===== src/rtl/sram_port_arbiter.sv =====
`default_nettype none
// ============================================================================
// Module      : sram_port_arbiter
// Description : Shares one SRAM-like memory port between the instruction-fetch
//               and data requesters. One transaction in flight at a time; the
//               data side wins contention except when fetch has been passed
//               over FAIR_LIMIT times in a row.
// Revision    : 1.0 - initial release
// ============================================================================
module sram_port_arbiter #(
  parameter int ADDR_W     = 32,
  parameter int DATA_W     = 32,
  parameter int FAIR_LIMIT = 2
) (
  input  logic                clk,
  input  logic                rst,
  // instruction requester
  input  logic                inst_req,
  input  logic [ADDR_W-1:0]   inst_addr,
  output logic                inst_addr_ok,
  output logic                inst_data_ok,
  output logic [DATA_W-1:0]   inst_rdata,
  // data requester
  input  logic                data_req,
  input  logic                data_wr,
  input  logic [DATA_W/8-1:0] data_wstrb,
  input  logic [ADDR_W-1:0]   data_addr,
  input  logic [DATA_W-1:0]   data_wdata,
  output logic                data_addr_ok,
  output logic                data_data_ok,
  output logic [DATA_W-1:0]   data_rdata,
  // downstream memory port
  output logic                mem_req,
  output logic                mem_wr,
  output logic [DATA_W/8-1:0] mem_wstrb,
  output logic [ADDR_W-1:0]   mem_addr,
  output logic [DATA_W-1:0]   mem_wdata,
  input  logic                mem_addr_ok,
  input  logic                mem_data_ok,
  input  logic [DATA_W-1:0]   mem_rdata,
  // pipeline control
  output logic                stallreq_for_mem
);

  localparam int         c_STRB_W   = DATA_W / 8;
  localparam logic [2:0] c_FAIR_MAX = 3'(FAIR_LIMIT);
  localparam logic       c_OWN_INST = 1'b0;
  localparam logic       c_OWN_DATA = 1'b1;

  typedef enum logic [1:0] {
    ST_IDLE = 2'd0,
    ST_REQ  = 2'd1,
    ST_RESP = 2'd2
  } state_t;

  state_t               r_state;
  state_t               w_state_next;
  logic                 r_owner;
  logic [2:0]           r_fair_cnt;
  logic                 r_wr;
  logic [c_STRB_W-1:0]  r_wstrb;
  logic [ADDR_W-1:0]    r_addr;
  logic [DATA_W-1:0]    r_wdata;

  logic w_idle;
  logic w_fair_hit;
  logic w_grant_data;
  logic w_grant_inst;

  // Grant decision is only meaningful in IDLE; fetch wins a tie once starved.
  assign w_idle       = (r_state == ST_IDLE);
  assign w_fair_hit   = (r_fair_cnt == c_FAIR_MAX);
  assign w_grant_data = w_idle & data_req & ~(inst_req & w_fair_hit);
  assign w_grant_inst = w_idle & inst_req & ~w_grant_data;

  // Next-state and all handshake/memory outputs; everything defaults to idle/0.
  always_comb begin
    w_state_next = r_state;
    inst_addr_ok = 1'b0;
    data_addr_ok = 1'b0;
    inst_data_ok = 1'b0;
    data_data_ok = 1'b0;
    inst_rdata   = '0;
    data_rdata   = '0;
    mem_req      = 1'b0;
    mem_wr       = 1'b0;
    mem_wstrb    = '0;
    mem_addr     = '0;
    mem_wdata    = '0;
    case (r_state)
      ST_IDLE: begin
        // While reset is held the state is already IDLE, so gate acceptance
        // explicitly to keep every output quiet.
        inst_addr_ok = w_grant_inst & rst;
        data_addr_ok = w_grant_data & rst;
        if (w_grant_inst | w_grant_data) begin
          w_state_next = ST_REQ;
        end
      end
      ST_REQ: begin
        // Payload comes only from the latched copy so it stays stable while
        // the memory stalls, whatever the requesters do meanwhile.
        mem_req   = 1'b1;
        mem_wr    = r_wr;
        mem_wstrb = r_wstrb;
        mem_addr  = r_addr;
        mem_wdata = r_wdata;
        if (mem_addr_ok) begin
          w_state_next = ST_RESP;
        end
      end
      ST_RESP: begin
        if (mem_data_ok) begin
          w_state_next = ST_IDLE;
          if (r_owner == c_OWN_DATA) begin
            data_data_ok = 1'b1;
            data_rdata   = mem_rdata;
          end else begin
            inst_data_ok = 1'b1;
            inst_rdata   = mem_rdata;
          end
        end
      end
      default: begin
        w_state_next = ST_IDLE;
      end
    endcase
  end

  // Stall while anyone is waiting for acceptance or a transaction is in flight.
  assign stallreq_for_mem = rst & ((inst_req & ~inst_addr_ok) |
                                   (data_req & ~data_addr_ok) |
                                   ~w_idle);

  // State register, ownership, request latch and fetch-starvation counter.
  always_ff @(posedge clk or negedge rst) begin
    if (!rst) begin
      r_state    <= ST_IDLE;
      r_owner    <= c_OWN_INST;
      r_fair_cnt <= 3'd0;
      r_wr       <= 1'b0;
      r_wstrb    <= '0;
      r_addr     <= '0;
      r_wdata    <= '0;
    end else begin
      r_state <= w_state_next;
      if (w_grant_data) begin
        r_owner <= c_OWN_DATA;
        r_wr    <= data_wr;
        r_wstrb <= data_wstrb;
        r_addr  <= data_addr;
        r_wdata <= data_wdata;
        // Count only grants that bypassed a waiting fetch.
        if (inst_req) begin
          r_fair_cnt <= w_fair_hit ? r_fair_cnt : r_fair_cnt + 3'd1;
        end else begin
          r_fair_cnt <= 3'd0;
        end
      end else if (w_grant_inst) begin
        r_owner    <= c_OWN_INST;
        r_wr       <= 1'b0;
        r_wstrb    <= '0;
        r_addr     <= inst_addr;
        r_wdata    <= '0;
        r_fair_cnt <= 3'd0;
      end
    end
  end

endmodule
`default_nettype wire

===== config.mk =====
export PLATFORM = sky130hd
export DESIGN_NAME = sram_port_arbiter
export DESIGN_NICKNAME = d
export VERILOG_FILES = /design/src/rtl/sram_port_arbiter.sv
export SDC_FILE = /design/constraint.sdc
export NUM_CORES = 1
export LEC_CHECK = 0
export CORE_ASPECT_RATIO = 1.4
export CORE_UTILIZATION = 37
export CTS_BUF_LIST = sky130_fd_sc_hd__clkbuf_8 sky130_fd_sc_hd__clkbuf_16
export DETAILED_ROUTE_END_ITERATION = 10
export PLACE_DENSITY = 0.82
export SLEW_MARGIN = 10
export SYNTH_ARGS = -nofsm -noshare
export SYNTH_HDL_FRONTEND = slang
export SYNTH_SLANG_ARGS = --single-unit

===== constraint.sdc =====
create_clock -name clk -period 1.71 [get_ports clk]
set_input_delay 0.171 -clock clk [delete_from_list [all_inputs] [get_ports clk]]
set_output_delay 0.171 -clock clk [all_outputs]
set_load 0.05 [all_outputs]

# Yosys cells after proc, flatten, opt, wreduce, memory -nomap -nowiden

Cells that the tools add are included.

Register bits: 75
Input bits: 139
Output and inout bits: 139
Word-level logic and storage cells: 73

Add/subtract/negate cells: 1
Equal/unequal tests: 7
Muxes and demuxes: 36
Bitwise logic cells: 18
Reductions and logical operators: 4

Operator list:

| cell                | count |
|---|---|
| $mux 32             | 12 |
| $mux 1              | 13 |
| $mux 3              | 4 |
| $mux 4              | 3 |
| $and 1x1->1         | 10 |
| $mux 2              | 3 |
| $pmux 2 s3          | 1 |
| $not 1->1           | 5 |
| $ne 2x2->1 const B  | 2 |
| $add 3x1->3 const B | 1 |
| $eq 3x2->1 const B  | 1 |
| $ne 3x3->1 const B  | 1 |
| $or 1x1->1          | 3 |
| $reduce_and 3->1    | 1 |
| $eq 2x1->1 const B  | 1 |
| $eq 2x2->1 const B  | 1 |
| $logic_not 2->1     | 1 |
| $ne 2x1->1 const B  | 1 |
| $reduce_and 2->1    | 1 |
| $reduce_bool 2->1   | 1 |

# Logic depth before layout (Yosys ltp)

Gate-level depths: netlist (run 1).

Word-level depth: 13
Mapped depth: 7
Gate-level depth less buffers: 5

# Worst setup path before layout (run 1)

OpenSTA, ideal clock, no wires.

Path type: register to output
Start: register r_state[1]
End: output stallreq_for_mem
Arrival time: 1.934 ns
Required time: 1.539 ns
Path slack: -0.395 ns
Cell stages (with the launch flop): 5
Path buffers: 2
Cell sequence: dfrtp_1 > nor2_4 > buf_4 > clkbuf_1 > a21boi_0

Longest elaborated chain between the ends: 12
Elaborated cells on any way between the ends: 18
Classes of those cells: 2 x mux; 15 x bitwise; 1 x reduce/logical

Ends and longest elaborated chain:

| what                     | RTL line | source |
|---|---|---|
| start, declared          | 56       | `state_t r_state;` |
| start signal, assigned   | 146      | `r_state <= w_state_next;` |
| $logic_not 2->1 (*)      | 71, 90   |  |
| $and 1x1->1 (2 in a row) | 73       | `assign w_grant_data = w_idle & data_req & ~(inst_req & w_fair_hit);` |
| $not 1->1                | 74       | `assign w_grant_inst = w_idle & inst_req & ~w_grant_data;` |
| $and 1x1->1              | 74       |  |
| $and 1x1->1              | 94       | `inst_addr_ok = w_grant_inst & rst;` |
| $mux 1                   | 90       | `case (r_state)` |
| $not 1->1                | 131      | `assign stallreq_for_mem = rst & ((inst_req & ~inst_addr_ok) \|` |
| $and 1x1->1              | 131      |  |
| $or 1x1->1               | 131      |  |
| $or 1x1->1 (*)           | 132      | `(data_req & ~data_addr_ok) \|` |
| $and 1x1->1 (*)          | 131      |  |
| end, declared            | 42       | `output logic stallreq_for_mem` |

Every way passes the cells marked *; elsewhere a longest branch is shown, timed or not.

# Worst setup path after layout (run 1)

Start: register r_state[0]
End: output data_rdata[19]

Longest elaborated chain between the ends: 2

Ends and longest elaborated chain:

| what          | RTL line | source |
|---|---|---|
| $eq 2x2->1    | 90       |  |
| $mux 32       | 90       |  |
| end, declared | 31       | `output logic [DATA_W-1:0] data_rdata,` |

Every way passes these cells.

==> key figures, run 1 <==
Outcome
  • Status: complete, but fails checks
  • Failing checks: setup timing

Floorplan
  • Initial core utilization: 0.379
  • Die height: roughly 130 µm
  • Cell Rows: 46
  • Core Footprint: ~11000 µm²
  • Chip width: approximately 93 µm
  • I/O pin count: 278
  • Total Die Area: 12100 µm²

Critical path
  • Reg-to-reg endpoint: r_addr[31]$_DFFE_PN0P_
  • Max stage delay cell, worst path: dfrtp_2
  • Worst Path Max Fanout: 16
  • Worst path cell trace: and4b_2, clkbuf_16, and2_4, buf_12
  • Worst path max stage delay: approximately 0.45 ns
  • CP arrival: 1.69 ns
  • Worst Path Required: around 1.5 ns
  • Critical Path End: data_rdata[19]
  • Reg2reg setup slack: -0.02 ns
  • Worst setup EP type: output pin
  • Reg2reg path depth: 7
  • Startpoint types: register
  • RR Startpoint: r_fair_cnt[0]$_DFFE_PN0P_
  • WS Path Type: reg2out
  • Setup crit start: r_state[0]$_DFFE_PN0P_

Clock tree
  • CTS root buf: clkbuf_16
  • Cts bufs inserted: 9
  • Clock tree buffer depth: 2
  • CTS tree: yes
  • Clock latency on the worst-skew pair: ~0.35 ns
  • H-tree level count: 3
  • Sink Count: 75
  • Worst-path clk slew: roughly 0.07 ns

Global route
  • Vias in the first global route: about 5000
  • Largest net degree at the start of global routing: 73
  • Gr ovfl total: 0
  • Total global-route track usage: 0.322
  • First-pass GRT wire length: between 20 and 30 mm
  • Initial antenna violation count: 5

Synth
  • Post-Syn Instances: 416
  • Avg Cell Area, Syn: just over 10 µm²
  • Flops & latches, synth: 75
  • Post-synthesis sequential area ratio: 0.436
  • Unique cell type count in the Yosys netlist: 29
  • Synth warn: 0
  • Synthesized cell area: roughly 4300 µm²
  • Ranking of synthesized cells by area: dfrtp_1, and2_1, a22o_1
  • Most used DFF post-synth: dfrtp_1
  • Yosys top cell by area: dfrtp_1
  • Ys async rst share: 1.00
  • EDFF count, synth: 0
  • Synthesized Nets: around 560
  • Post-synth top area share: 0.436

Power and ir drop
  • Comb pwr share: 0.692
  • Psw: 7570 µW
  • Flop pwr share: 0.182
  • Sw frac: 0.422
  • Internal power: 10400 µW
  • Total power per unit cell area: ~1800 nW/µm²
  • Peak supply drop: 1.42 mV
  • Leakage power: 0.00438 µW
  • Clock Power Share: 0.126

STA
  • RSZ-0062 raised after global routing: true
  • Final TNS setup: -15.13 ns
  • Fmax: approximately 0.54 GHz
  • Final critical-path share of the clock period: 1.09
  • Max Transition Viols Final: 0
  • Worst setup margin: -0.147 ns
  • Clk_skew: roughly 0.0099 ns
  • Slew @ Worst Pin: approximately 0.94 ns
  • Setup violators final: 148
  • Hold Vio Cnt, Final: 0
  • Rel. slew slack: 0.373
  • Final min period: between 1.5 and 2 ns

Finish
  • Register area: between 1500 and 2000 µm²
  • Final instance area: a little under 10000 µm²
  • Nets: between 800 and 900
  • Final core utilization: 0.866
  • P&R area growth vs syn: 128%
  • Layout cells sized above 1: 0.476
  • Area occupied by multi-input gates: 2500 µm²
  • Fillers: between 400 and 500

Placed design
  • Final GP Congestion: 0.795
  • IO Port Bufs: 277
  • Pre-CTS WS: -0.0672 ns
  • Placed cell area: just under 9000 µm²
  • Detailed placement HPWL: about 13 mm

Routing
  • DR WL/cell: between 20 and 30 µm
  • Via count: approximately 5100
  • Remaining DRCs: 0
  • Final ANT Viol Nets: 0
  • Final wirelength: approximately 23 mm
  • DR vias/cell: between 5 and 6
  • Initial drt markers: between 300 and 400
  • Initial DRT Pass Iterations: 5

Run
  • Maxcap violations: 0

Min path
  • Worst min-delay path category: in2async
-- through the flow --
stage	hold slack [ns]	power (µW)	instances
after floorplan	-0.125	8280	416
after global placement	-0.0230	12700	810
after detailed placement	-0.0199	12900	810
after CTS	0.230	16500	839
after global routing	0.215	18400	861
final	0.217	17900	861
-- flip-flops by register name (all words and copies together), names as in the netlist --
signal / flops
r_owner: 1
r_wdata: 32
r_addr: 32
r_state: 2
r_wr: 1
r_wstrb: 4
r_fair_cnt: 3
-- worst min-delay path by stage --
stage | start | end | slack (ns) | cells past startpoint
global route | rst | r_fair_cnt[0]$_DFFE_PN0P_ | 0.22 | 2
finish | rst | r_fair_cnt[0]$_DFFE_PN0P_ | 0.22 | 2
CTS | rst | r_fair_cnt[0]$_DFFE_PN0P_ | 0.23 | 2
global placement | rst | r_fair_cnt[0]$_DFFE_PN0P_ | -0.02 | 1
floorplan | rst | r_addr[0]$_DFFE_PN0P_ | -0.12 | 0
detailed placement | rst | r_fair_cnt[0]$_DFFE_PN0P_ | -0.02 | 1
-- power by group through the flow --
stage               Combinational (µW)  Sequential [µW]  Clock [µW]
finish                           12400             3260        2260
global route                     12800             3300        2350
CTS                              11100             3120        2230
detailed placement                9880             3060           0
global placement                  9670             3030           0
floorplan                         5390             2890           0
-- worst max-delay path, delay by kind of cell, from the launching register on --
kind	cells	cell delay, ns
buffers and inverters	2	0.33
flip-flops	1	0.45
AND/OR/NAND/NOR	2	0.56
-- area by class of cell --
class | instances | share of cell area
repair buffers | 326 | 0.497
well taps | 144 | 0.0184
inverters | 2 | 0.000765
diodes | 5 | 0.00127
clock inverters | 7 | 0.0126
multi-input cells | 293 | 0.255
clock buffers | 9 | 0.0229
flip-flops and latches | 75 | 0.191
-- routing by layer --
| metal | track usage | vias up | share of wire |
|---|---|---|---|
| li1 | - | 2117 | - |
| met1 | 0.326 | 2489 | 0.32 |
| met2 | 0.578 | 383 | 0.53 |
| met3 | 0.0939 | 121 | 0.083 |
| met4 | 0.198 | 2 | 0.070 |
| met5 | 0 | - | 0.00039 |
-- cell usage in the layout, fill, tap and decap left out, types with 2 or more instances in the layout --
master           Yosys  layout
buf_8                0       2
clkinv_4             0       2
nor2_4               1       2
dfrtp_2              0       2
and4_1              32      32
dfrtp_1             75      73
and2_1             134      11
bufinv_16            0       3
clkbuf_16            0      17
diode_2              0       5
and3_1              33      32
a221o_1             32      32
buf_4                1      23
nand3_1              2       2
a32o_1               2       2
buf_12               0     147
and2_4               0     114
buf_6                8       4
a22o_1              38      38
and2_2               0       9
buf_16               0       4
nand2_1              2       2
clkdlybuf4s50_1      0     137
-- synth_stat cells, types with 2 or more instances --
library cell    n
and4_1         32
and3_1         33
clkbuf_1       26
nor2_1          2
ha_1            2
a32o_1          2
a221o_1        32
buf_6           8
buf_2          11
nand2_1         2
nor2b_1         2
dfrtp_1        75
nand3_1         2
inv_1           2
a22o_1         38
and2_1        134
-- cell families after synthesis --
kind of cell | Yosys count | share of synthesized area
and+or+nand+nor | 214 | 0.333
AOI/OAI and AO/OA | 77 | 0.165
DFF | 75 | 0.436
buffers and inverters | 48 | 0.0599
adders and majority gates | 2 | 0.00582
-- timing repair --
action	CTS	global route
endpoints found under the setup margin	136	137
resized for setup	98	36
hold buffers	1	0
hold endpoints to repair	3	0
gates cloned	4	11
buffers inserted	8	6
pin swaps	14	42
(Power assumes the default switching activity.)
==> run 2, diff against run 1 <==
Settings changed: CORE_MARGIN from default to 10.
==> run 2 against run 1 <==
Net effect: the run still ends with setup timing left; register-to-register slack improved by 0.06 ns; sequential power decreased by 1%; total power fell by 5.0%; flip-flop and latch count unchanged; cell area decreased by 0.85%; global-route usage fell by 8.4 points; first-iteration DRC count down 18%; largest power group unchanged; highest routed layer is now met4.
==> key figures, run 2 (synthesis results as in run 1) <==
Placed design
  • Post-placement cell count: approximately 800
  • IO Port Bufs: about 280
  • Pre-CTS WS: -0.0305 ns
  • Placed cell area: around 8700 µm²
  • Detailed placement HPWL: about 16 mm
  • Final GP Congestion: ~0.9

Min path
  • Worst min-delay path category: in2async

Global route
  • Initial antenna violation count: 1
  • Largest net degree at the start of global routing: 65
  • Gr ovfl total: 0
  • Total global-route track usage: 0.238
  • First-pass GRT wire length: just over 30 mm
  • Vias in the first global route: about 4800

Critical path
  • Reg-to-reg endpoint: r_addr[26]$_DFFE_PN0P_
  • Startpoint types: register
  • RR Startpoint: r_state[1]$_DFFE_PN0P_
  • WS Path Type: reg2out
  • Worst Path Required: 1.54 ns
  • CP arrival: 1.71 ns
  • Reg2reg path depth: 5
  • Reg2reg setup slack: 0.04 ns
  • Worst Path Max Fanout: 16
  • Worst setup EP type: output pin

Floorplan
  • Die height: roughly 150 µm
  • Total Die Area: roughly 16000 µm²
  • Initial core utilization: 0.379
  • Chip width: 111 µm
  • Cell Rows: 46
  • I/O pin count: 278
  • Core Footprint: ~11000 µm²

STA
  • Clk_skew: a little over 0.007 ns
  • Hold Vio Cnt, Final: 0
  • RSZ-0062 raised after global routing: true
  • Worst setup margin: -0.172 ns
  • Setup violators final: approximately 140
  • Rel. slew slack: 0.666
  • Final critical-path share of the clock period: 1.10
  • Final min period: 1.88 ns
  • Fin Hold WS: 0.273 ns
  • Fmax: ~0.53 GHz
  • Max Transition Viols Final: 0
  • Slew @ Worst Pin: between 0.5 and 0.6 ns

Power and ir drop
  • Comb pwr share: 0.705
  • Total power per unit cell area: around 1800 nW/µm²
  • Clock Power Share: 0.106
  • Internal power: ~10000 µW
  • Flop pwr share: 0.189
  • Sw frac: 0.427
  • Psw: 7270 µW
  • Power Total: 17000 µW
  • Leakage power: ~0.0043 µW
  • Peak supply drop: about 1.2 mV

Clock tree
  • Worst-path clk slew: 0.06 ns
  • Sink Count: between 70 and 80
  • CTS tree: yes
  • Clock latency on the worst-skew pair: ~0.34 ns
  • Clock tree buffer depth: 2
  • CTS root buf: clkbuf_16
  • Cts bufs inserted: 9
  • H-tree level count: 3

Routing
  • Remaining DRCs: 0
  • Final ANT Viol Nets: 0
  • DR vias/cell: 5.59
  • Final wirelength: ~23 mm
  • DR WL/cell: ~27 µm
  • Initial DRT Pass Iterations: 5
  • Via count: about 4800
  • Initial drt markers: a little over 300

Finish
  • Fillers: between 400 and 500
  • Area occupied by multi-input gates: ~2500 µm²
  • P&R area growth vs syn: 126%
  • Layout cells sized above 1: 0.493
  • Most frequent cells in the layout: buf_12, clkdlybuf4s50_1, and2_4
  • Non-Filler Instances: around 860
  • Register area: 1880 µm²
  • Top Registers: r_addr x32, r_wdata x32, r_wstrb x4
  • Final instance area: between 9000 and 10000 µm²
  • Commonest non-fill, non-tap cell in the layout: buf_12
  • Nets: roughly 850

Outcome
  • Status: complete, but fails checks
  • Failing checks: setup timing

Run
  • Maxcap violations: 0
run 2: cell type report:
cell class                      count  area share
Antenna cell                        1    0.000257
Clock buffer                        9      0.0231
Clock inverter                      7     0.00604
Inverter                            2    0.000771
Multi-Input combinational cell    293       0.261
Sequential cell                    75       0.193
Tap cell                          144      0.0185
Timing Repair Buffer              326       0.497
run 2: through the flow:
stage	setup TNS, ns	util
2_1_floorplan	-0.0106	-
5_1_grt	-16.47	0.858
4_1_cts	-9.18	0.822
3_3_place_gp	0	0.766
6_report	-11.81	0.858
3_5_place_dp	-0.593	0.766
run 2: power groups by stage:
| stage | sequential, µW | combinational (µW) | clock [µW] |
|---|---|---|---|
| CTS | 3110 | 11000 | 1820 |
| detailed placement | 3070 | 10000 | 0 |
| floorplan | 2890 | 5390 | 0 |
| global placement | 3040 | 9800 | 0 |
| global route | 3280 | 12400 | 1920 |
| finish | 3220 | 12000 | 1810 |
run 2: what timing repair did:
item / 4_1_cts / 5_1_grt
buffers inserted: 6 / 9
gates cloned: 3 / 9
hold endpoints to repair: 57 / 0
gates resized for setup: 85 / 62
endpoints found under the setup margin: 135 / 139
hold buffers: 1 / 0
pin swaps: 26 / 36
run 2: critical path, cell delays in order, from the launching register on:
cell and delay (ns):
dfrtp_1 0.44, and4bb_4 0.42, clkbuf_16 0.19, and2_2 0.19, buf_12 0.14
run 2: metal layers:
layer,vias up,part of all wire,global-route usage
li1,2099,-,-
met1,2360,0.35,0.247
met2,297,0.54,0.444
met3,32,0.087,0.0891
met4,0,0.023,0.0535
met5,-,0,0
run 2: worst max path at each step:
stage	cells after the start	start	endpoint
finish	4	r_owner$_DFFE_PN0P_	inst_rdata[5]
global route	4	r_owner$_DFFE_PN0P_	inst_rdata[5]
CTS	4	r_state[0]$_DFFE_PN0P_	inst_rdata[0]
detailed placement	6	inst_req	r_addr[10]$_DFFE_PN0P_
global placement	6	inst_req	r_addr[29]$_DFFE_PN0P_
floorplan	4	r_state[1]$_DFFE_PN0P_	stallreq_for_mem
